### config.mk
export PLATFORM = sky130hd
export DESIGN_NAME = uproc_core_p
export DESIGN_NICKNAME = d
export VERILOG_FILES = /design/src/rtl/uproc_core_p.sv
export SDC_FILE = /design/constraint.sdc
export NUM_CORES = 1
export LEC_CHECK = 0
export BUFFER_PORTS_ARGS = -buffer_cell sky130_fd_sc_hd__buf_2
export CORE_ASPECT_RATIO = 0.6
export CORE_MARGIN = 10
export CORE_UTILIZATION = 63
export DETAILED_ROUTE_END_ITERATION = 7
export PLACE_DENSITY = 0.81
export SLEW_MARGIN = 20
export SYNTH_ARGS = -nofsm -noshare
export SYNTH_HDL_FRONTEND = slang
export SYNTH_SLANG_ARGS = --single-unit
export TNS_END_PERCENT = 1
### constraint.sdc
create_clock -name clk -period 6.3 [get_ports clk]
set_input_delay 1.26 -clock clk [delete_from_list [all_inputs] [get_ports clk]]
set_output_delay 1.26 -clock clk [all_outputs]
set_load 0.03 [all_outputs]
### src/rtl/uproc_core_p.sv
// Two-cycle accumulator microprocessor: FETCH loads IR and advances PC, EXEC runs the
// instruction. A small register file sits beside the accumulator; HLT parks the core.
module uproc_core_p #(
   parameter int DATA_W   = 8,
   parameter int NREGS    = 16,
   parameter int PM_DEPTH = 32,
   localparam int PC_W    = $clog2(PM_DEPTH),
   localparam int INS_W   = 4 + DATA_W
) (
   input  logic              clk,
   input  logic              nReset,
   input  logic              run,
   output logic [PC_W-1:0]   pm_addr,
   input  logic [INS_W-1:0]  pm_data,
   output logic [DATA_W-1:0] acc_out,
   output logic              carry,
   output logic              zero,
   output logic              halted
);

   localparam int RW = $clog2(NREGS);
   localparam int SW = DATA_W + 1;

   localparam logic [1:0] ST_FETCH = 2'd0;
   localparam logic [1:0] ST_EXEC  = 2'd1;
   localparam logic [1:0] ST_HALT  = 2'd2;

   localparam logic [3:0] OP_LDI = 4'h1;
   localparam logic [3:0] OP_LD  = 4'h2;
   localparam logic [3:0] OP_ST  = 4'h3;
   localparam logic [3:0] OP_ADD = 4'h4;
   localparam logic [3:0] OP_ADC = 4'h5;
   localparam logic [3:0] OP_SUB = 4'h6;
   localparam logic [3:0] OP_AND = 4'h7;
   localparam logic [3:0] OP_OR  = 4'h8;
   localparam logic [3:0] OP_XOR = 4'h9;
   localparam logic [3:0] OP_JMP = 4'hA;
   localparam logic [3:0] OP_JC  = 4'hB;
   localparam logic [3:0] OP_JZ  = 4'hC;
   localparam logic [3:0] OP_HLT = 4'hD;

   logic [1:0]        state_reg, state_next;
   logic [PC_W-1:0]   pc_reg, pc_next;
   logic [INS_W-1:0]  ir_reg, ir_next;
   logic [DATA_W-1:0] acc_reg, acc_next;
   logic              carry_reg, carry_next;
   logic              zero_reg, zero_next;

   logic [3:0]        opcode;
   logic [DATA_W-1:0] operand;
   logic [RW-1:0]     r_idx;
   logic [PC_W-1:0]   jmp_target;
   logic [DATA_W-1:0] r_val;
   logic [SW-1:0]     sum;
   logic              a_write;
   logic              reg_we;

   assign opcode     = ir_reg[INS_W-1:DATA_W];
   assign operand    = ir_reg[DATA_W-1:0];
   // Size casts give "operand mod 2^n" whether the index is narrower or wider than the data.
   assign r_idx      = RW'(operand);
   assign jmp_target = PC_W'(operand);

   logic [DATA_W-1:0] reg_rd [NREGS];

   generate
      for (genvar gi = 0; gi < NREGS; gi++) begin : g_reg
         logic [DATA_W-1:0] r_reg;
         always_ff @(posedge clk or negedge nReset) begin
            if (!nReset)
               r_reg <= '0;
            else if (reg_we && (r_idx == RW'(gi)))
               r_reg <= acc_reg;
         end
         assign reg_rd[gi] = r_reg;
      end
   endgenerate

   assign r_val = reg_rd[r_idx];

   always_comb begin
      state_next = state_reg;
      pc_next    = pc_reg;
      ir_next    = ir_reg;
      acc_next   = acc_reg;
      carry_next = carry_reg;
      zero_next  = zero_reg;
      sum        = '0;
      a_write    = 1'b0;
      reg_we     = 1'b0;
      if (run) begin
         case (state_reg)
            ST_FETCH: begin
               ir_next    = pm_data;
               pc_next    = pc_reg + PC_W'(1);
               state_next = ST_EXEC;
            end
            ST_EXEC: begin
               state_next = ST_FETCH;
               case (opcode)
                  OP_LDI: begin acc_next = operand; a_write = 1'b1; end
                  OP_LD:  begin acc_next = r_val;   a_write = 1'b1; end
                  OP_ST:  reg_we = 1'b1;
                  OP_ADD: begin
                     sum = {1'b0, acc_reg} + {1'b0, r_val};
                     {carry_next, acc_next} = sum;
                     a_write = 1'b1;
                  end
                  OP_ADC: begin
                     sum = {1'b0, acc_reg} + {1'b0, r_val} + SW'(carry_reg);
                     {carry_next, acc_next} = sum;
                     a_write = 1'b1;
                  end
                  // Top bit of the widened difference is the borrow.
                  OP_SUB: begin
                     sum = {1'b0, acc_reg} - {1'b0, r_val};
                     {carry_next, acc_next} = sum;
                     a_write = 1'b1;
                  end
                  OP_AND: begin acc_next = acc_reg & r_val; a_write = 1'b1; end
                  OP_OR:  begin acc_next = acc_reg | r_val; a_write = 1'b1; end
                  OP_XOR: begin acc_next = acc_reg ^ r_val; a_write = 1'b1; end
                  OP_JMP: pc_next = jmp_target;
                  OP_JC:  if (carry_reg) pc_next = jmp_target;
                  OP_JZ:  if (zero_reg)  pc_next = jmp_target;
                  OP_HLT: state_next = ST_HALT;
                  default: ;
               endcase
            end
            default: ;
         endcase
      end
      if (a_write)
         zero_next = (acc_next == '0);
   end

   always_ff @(posedge clk or negedge nReset) begin
      if (!nReset) begin
         state_reg <= ST_FETCH;
         pc_reg    <= '0;
         ir_reg    <= '0;
         acc_reg   <= '0;
         carry_reg <= 1'b0;
         zero_reg  <= 1'b0;
      end else begin
         state_reg <= state_next;
         pc_reg    <= pc_next;
         ir_reg    <= ir_next;
         acc_reg   <= acc_next;
         carry_reg <= carry_next;
         zero_reg  <= zero_next;
      end
   end

   assign pm_addr = pc_reg;
   assign acc_out = acc_reg;
   assign carry   = carry_reg;
   assign zero    = zero_reg;
   assign halted  = (state_reg == ST_HALT);

endmodule

# Yosys cells after proc, flatten, opt, wreduce, memory -nomap -nowiden
# Index checks and enable logic that the tools add are counted.
# totals
reg_bits,157
latchBits,0
mem_bits_rw,0
rom_bits,0
input_bits,15
out_inout_bits,16
wordCells,109
mem_count,0
# op_classes
add_sub_neg,4
mul,0
n_div,0
n_lt_le_gt_ge,1
n_eq_ne,33
n_shift,0
n_mux,19
bitwise_logic,4
reduce_logical,26
# op_table
op,count
$pmux W8 S8,1
$eq A4 B4 Y1 const B,14
$bmux W8 S4,1
$eq A4 B3 Y1 const B,8
$mux W8,4
$eq A4 B2 Y1 const B,4
$logic_and A1 B1 Y1,16
$pmux W5 S3,1
$mux W5,2
$pmux W5 S2,1
$add A8 B8 Y9,1
$add A9 B1 Y9,1
$sub A8 B8 Y9,1
$and A8 B8 Y8,1
$eq A4 B1 Y1 const B,2
$logic_not A8 Y1,1
$or A8 B8 Y8,1
$reduce_or A8 Y1,1
$xor A8 B8 Y8,1
$mux W1,6
$ne A3 B3 Y1 const B,2
$add A5 B1 Y5 const B,1
$ge A5 B5 Y1 const B,1
$not A4 Y5,1
other kinds (13),14

# Logic depth before layout (Yosys ltp)
# depth
word_depth,10
depth_mapped,17
ltp_nobuf,14

# Worst setup path before layout
# No wires, ideal clock.
# synth_path
path_kind,register to register
startpoint,register ir_reg[0]
endpoint,register zero_reg (netlist: zero)
setup_time_ns,0.121
arrival_ns,4.362
required_time_ns,6.179
slack_ns,1.817
stages_incl_launch_ff,16
n_path_buf,2
synth_period_minus_slack_ns,4.483
path_cell_list,dfrtp_1 > buf_2 > buf_2 > mux4_2 > a22oi_1 > nand2_1 > ha_1 > fa_1 > a211oi_2 > nor2_1 > or4_4 > or4_4 > a2bb2oi_1 > a31oi_4 > nor2_1 > a22o_1
# synth_via
elab_chain_len,10
word_cells_on_any_way,14
classes_between,add/sub: 3; mux: 6; bitwise: 4; reduce/logical: 1
# synth_rtl
element,line,rtl
from (decl),44,"logic [INS_W-1:0] ir_reg, ir_next;"
from (signal assigned),148,ir_reg <= ir_next;
$not A4 Y5 (not written as such) (*),79,assign r_val = reg_rd[r_idx];
$bmux W8 S4 (*),79,
$mux W8 (not written as such) (*) (2 in a row),79,
$add A8 B8 Y9,"105, 110",
$add A9 B1 Y9,110,"sum = {1'b0, acc_reg} + {1'b0, r_val} + SW'(carry_reg);"
$pmux W8 S8 (*),100,case (opcode)
$mux W8 (*),92,case (state_reg)
$mux W8 (*),91,if (run) begin
net acc_next[7],45,"logic [DATA_W-1:0] acc_reg, acc_next;"
$logic_not A8 Y1 (*),134,zero_next = (acc_next == '0);
to (signal assigned),151,zero_reg <= zero_next;
to (decl),47,"logic zero_reg, zero_next;"
# Mark *: on every way through the listed nets, which the timed path passes. The rest lies on a longest branch. The select of a mux whose other input is x is not followed.
# A chain may end at the register's enable or synchronous reset.

# Worst setup path in the final report
# Same ends and word-level chain as after synthesis.

==> flow_summary.yaml <==
detailed_routing:
  drt.antenna.violating_nets: 0
  finalWirelength_mm: 25.10
  dr.first_iter.drc_count: 1053
  detail_route.drc_violations: 0
  firstDrtPassIters: 5
  dr_total_vias: 6837
  detail_routed_net_length_per_standard_cell_um: 25.17
  detail_route.vias_per_cell: 6.858
cells_and_area:
  final_layout_size_suffix_gt1_share_pct: 24.57
  antenna_diode_count: 0
  layout.nets: 853
  number_of_flip_flops_in_the_largest_register: 128
  layout.cell_area.non_filler_um2: 9502
  area_growth_syn_to_layout_pct: 9.724
cts:
  htreeDepth: 4
  clock_sinks: 157
  clk_pin_slew_worst_paths_ns: 0.07
  cts_inserted_buffers: 17
  ctsResizeCount: 0
  cts-hold-fix-buffers: 0
  cts_tree: "built"
  clk_path_buf_depth: 2
  cts_setup_buffers: 0
  worst_skew_pair.late_latency_ns: 0.43
  clock_tree.root_cell: "sky130_fd_sc_hd__clkbuf_16"
setup_path:
  reg2regPathDepth: 14
  worst-endpoint-arrival_ns: 5.64
  worstPathMaxFanout: 29
  critPathCaptureType: "register"
  cp_data_required_time_ns: 6.66
  critical_path_class: "reg -> reg"
  cp-start-kind: "register"
sta:
  max-slew-margin-rel_pct: 19.15
  slew_viol_final: 0
  max_clock_freq_ghz: 0.1893
  grt_setup_unrepaired: "no"
  fin_tns_setup_ns: 0
  finalWorstSetupSlack_ns: 1.017
  finalCritPeriodShare_pct: 83.85
  clock_skew_ns: 0.01109
  setup_viol_count_final: 0
  period_minus_slack_ns: 5.283
  timing.final.hold_violations: 0
  max_slew.worst_pin.slew_ns: 1.208
pwr:
  power.share.clock_pct: 21.6
  switchingPower_mw: 2.144
  p_leak_nw: 4.212
  power.share.switching_pct: 45.57
  combinationalPowerShare_pct: 43.9
  pwr_density_cell_nw_per_um2: 495.1
  worst_vdd_rail_ir_drop_uv: 454.0
  power_report.internal_total_mw: 2.561
  seq_power_share_pct: 34.5
yosys:
  synth_mux_area_share_pct: 20.29
  yosysSeqAreaShare_pct: 45.37
  synth-compound-area-share_pct: 12.96
  yosys.cell_types.count: 69
  synth.yosys.warnings: 0
  synth-seq-cells: 157
  synth-xor-area-share_pct: 0.5057
  dominantRegCellSynth: "sky130_fd_sc_hd__dfrtp_1"
  synth-edff-count: 0
  post_synth_and_or_nand_nor_area_fraction_pct: 13.28
  netlist_area_um2: 8660
  average_cell_area_after_synthesis_um2: 10.88
  async_reset_ff_share_pct: 100.0
  syn-num-nets: 840
  synthesized_area_fraction_occupied_by_adder_cells_pct: 4.364
  netlist_instances: 796
  synth_top_family_by_area: "multiplexers"
outcome:
  run_status: "completed"
run:
  cap_viol_max_count: 0
global_routing:
  grt_pass1_wl_mm: 39.47
  largest_net_degree_at_the_start_of_global_routing: 108
  grt_usage_pct: 26.94
  first_global_vias: 6809
  antenna_violations_before_repair: 0
  global_route.overflow_total: 0
floorplanning:
  row_count: 33
  floorplan.initialDensity_pct: 63.94
  die_w_um: 171.4
  die_h_um: 110.8
  floorplan.io_pins: 31
  dieArea_um2: 18990
  design.core.area_um2: 13540
hold_path:
  hp-class: "reg -> reg"
  holdPathStages: 2
placed_design:
  pre_cts_slack_ns: 1.268
  placed_wire_length_estimate_mm: 17.35
  placement.io_buffers: 30
  place_congestion: 1.034
  placed_cell_area_um2: 8915
layer usage:
metal	wire (µm)	vias up	global-route usage, %	part of all wire (%)
met2	10650	407	36.94	42
li1	-	2951	-	-
met5	0	-	0	0
met4	346	0	7.040	1.4
met1	11030	3440	39.40	44
met3	3067	39	9.459	12
cells in the final DEF, fill, tap and decap left out, types with 6 or more instances in the layout:
cell type | Yosys | routed
sky130_fd_sc_hd__buf_4 | 0 | 8
sky130_fd_sc_hd__buf_2 | 8 | 29
sky130_fd_sc_hd__nand3_1 | 13 | 13
sky130_fd_sc_hd__o211ai_1 | 6 | 6
sky130_fd_sc_hd__nor3_1 | 13 | 13
sky130_fd_sc_hd__clkbuf_16 | 0 | 17
sky130_fd_sc_hd__mux2_2 | 80 | 80
sky130_fd_sc_hd__mux2i_1 | 9 | 9
sky130_fd_sc_hd__dfrtp_1 | 157 | 155
sky130_fd_sc_hd__a21oi_1 | 21 | 21
sky130_fd_sc_hd__o21ai_0 | 72 | 72
sky130_fd_sc_hd__nor2_1 | 42 | 41
sky130_fd_sc_hd__mux4_2 | 34 | 34
sky130_fd_sc_hd__nor2b_1 | 9 | 9
sky130_fd_sc_hd__nand2b_1 | 11 | 11
sky130_fd_sc_hd__and3_1 | 7 | 7
sky130_fd_sc_hd__clkinv_1 | 7 | 7
sky130_fd_sc_hd__a22oi_1 | 8 | 8
sky130_fd_sc_hd__nand2_1 | 105 | 105
sky130_fd_sc_hd__inv_1 | 18 | 18
sky130_fd_sc_hd__ha_1 | 27 | 27
sky130_fd_sc_hd__a211oi_1 | 6 | 6
sky130_fd_sc_hd__o21ai_1 | 9 | 9
logic make-up after synthesis:
kind of cell,after synthesis
xor+xnor,5
buf+inv,70
simple gates,237
mux,123
fa+ha+maj,29
compound gates,175
flops,157
power groups by stage:
stage	clock [mW]	sequential (mW)	combinational, mW
floorplan	0	1.44	1.54
global placement	0	1.60	1.96
detailed placement	0	1.63	1.99
CTS	1.02	1.61	2.00
global route	1.08	1.66	2.23
finish	1.02	1.62	2.06
metrics by stage:
| stage | power, mW | utilization, % | hold slack (ns) | std cells |
|---|---|---|---|---|
| 3_5_place_dp | 3.613 | 65.83 | 0.4713 | 965 |
| 5_1_grt | 4.962 | 70.16 | 0.5058 | 997 |
| 3_3_place_gp | 3.564 | 65.83 | 0.4578 | 965 |
| 4_1_cts | 4.640 | 70.09 | 0.4868 | 997 |
| 2_1_floorplan | 2.978 | - | 0.4446 | 796 |
| 6_report | 4.705 | 70.16 | 0.4859 | 997 |
final timing paths:
check	from	endpoint	slack (ns)
setup / recovery	ir_reg[0]$_DFFE_PN0P_	zero$_DFFE_PN0P_	1.02
hold / removal	g_reg[0].r_reg[5]$_DFFE_PN0P_	g_reg[0].r_reg[5]$_DFFE_PN0P_	0.49
setup reg to reg	ir_reg[0]$_DFFE_PN0P_	zero$_DFFE_PN0P_	1.02
hold reg to reg	g_reg[0].r_reg[5]$_DFFE_PN0P_	g_reg[0].r_reg[5]$_DFFE_PN0P_	0.49
max in group asynchronous	nReset	g_reg[12].r_reg[1]$_DFFE_PN0P_	4.14
min in group asynchronous	nReset	state_reg[1]$_DFFE_PN0P_	0.94
cell usage after synthesis (all sizes together), types with 3 or more instances:
| cell | number | share of area (%) |
|---|---|---|
| a31oi | 4 | 0.46 |
| nor4 | 4 | 0.29 |
| xnor2 | 4 | 0.40 |
| a2111oi | 3 | 0.30 |
| o2bb2ai | 3 | 0.30 |
| nor3 | 17 | 1.2 |
| a21o | 4 | 0.35 |
| nand3b | 4 | 0.35 |
| a22oi | 8 | 0.69 |
| nand3 | 13 | 0.75 |
| nand4b | 5 | 0.51 |
| a32oi | 5 | 0.51 |
| a221oi | 3 | 0.30 |
| dfrtp | 157 | 45 |
| clkbuf | 32 | 1.4 |
| mux2i | 9 | 1.0 |
| mux2 | 80 | 10 |
| clkinv | 7 | 0.30 |
| o211ai | 6 | 0.52 |
| a21oi | 21 | 1.2 |
| ha | 27 | 3.9 |
| buf | 12 | 0.72 |
| or4 | 3 | 0.35 |
| nor2b | 9 | 0.65 |
| nand2b | 11 | 0.79 |
| nor2 | 42 | 1.8 |
| or3 | 3 | 0.22 |
| a211oi | 8 | 0.81 |
| o22ai | 4 | 0.29 |
| nor3b | 3 | 0.26 |
| and3 | 7 | 0.51 |
| o21ai | 81 | 4.7 |
| nand2 | 105 | 4.6 |
| inv | 19 | 0.82 |
| o21bai | 4 | 0.35 |
| mux4 | 34 | 8.8 |
layout make-up:
cell class / count / area, µm²
Clock buffer: 17 / 425.4
Clock inverter: 15 / 152.6
Fill cell: 956 / 4041
Inverter: 26 / 97.59
Multi-Input combinational cell: 569 / 4459
Sequential cell: 157 / 3931
Tap cell: 175 / 219.0
Timing Repair Buffer: 38 / 216.5
worst max-delay path, cell delays in order (launching register included):
cell and delay, ns:
sky130_fd_sc_hd__dfrtp_2 0.93, sky130_fd_sc_hd__buf_4 0.35, sky130_fd_sc_hd__mux4_2 0.53, sky130_fd_sc_hd__a22oi_1 0.21, sky130_fd_sc_hd__nand2_1 0.20, sky130_fd_sc_hd__inv_1 0.19, sky130_fd_sc_hd__ha_1 0.30, sky130_fd_sc_hd__nor3_1 0.45
sky130_fd_sc_hd__nor3_1 0.21, sky130_fd_sc_hd__a221o_1 0.36, sky130_fd_sc_hd__a211oi_1 0.24, sky130_fd_sc_hd__a32oi_1 0.18, sky130_fd_sc_hd__or3_1 0.49, sky130_fd_sc_hd__nor4_1 0.35, sky130_fd_sc_hd__a22o_1 0.19
(Power assumes the default switching activity.)
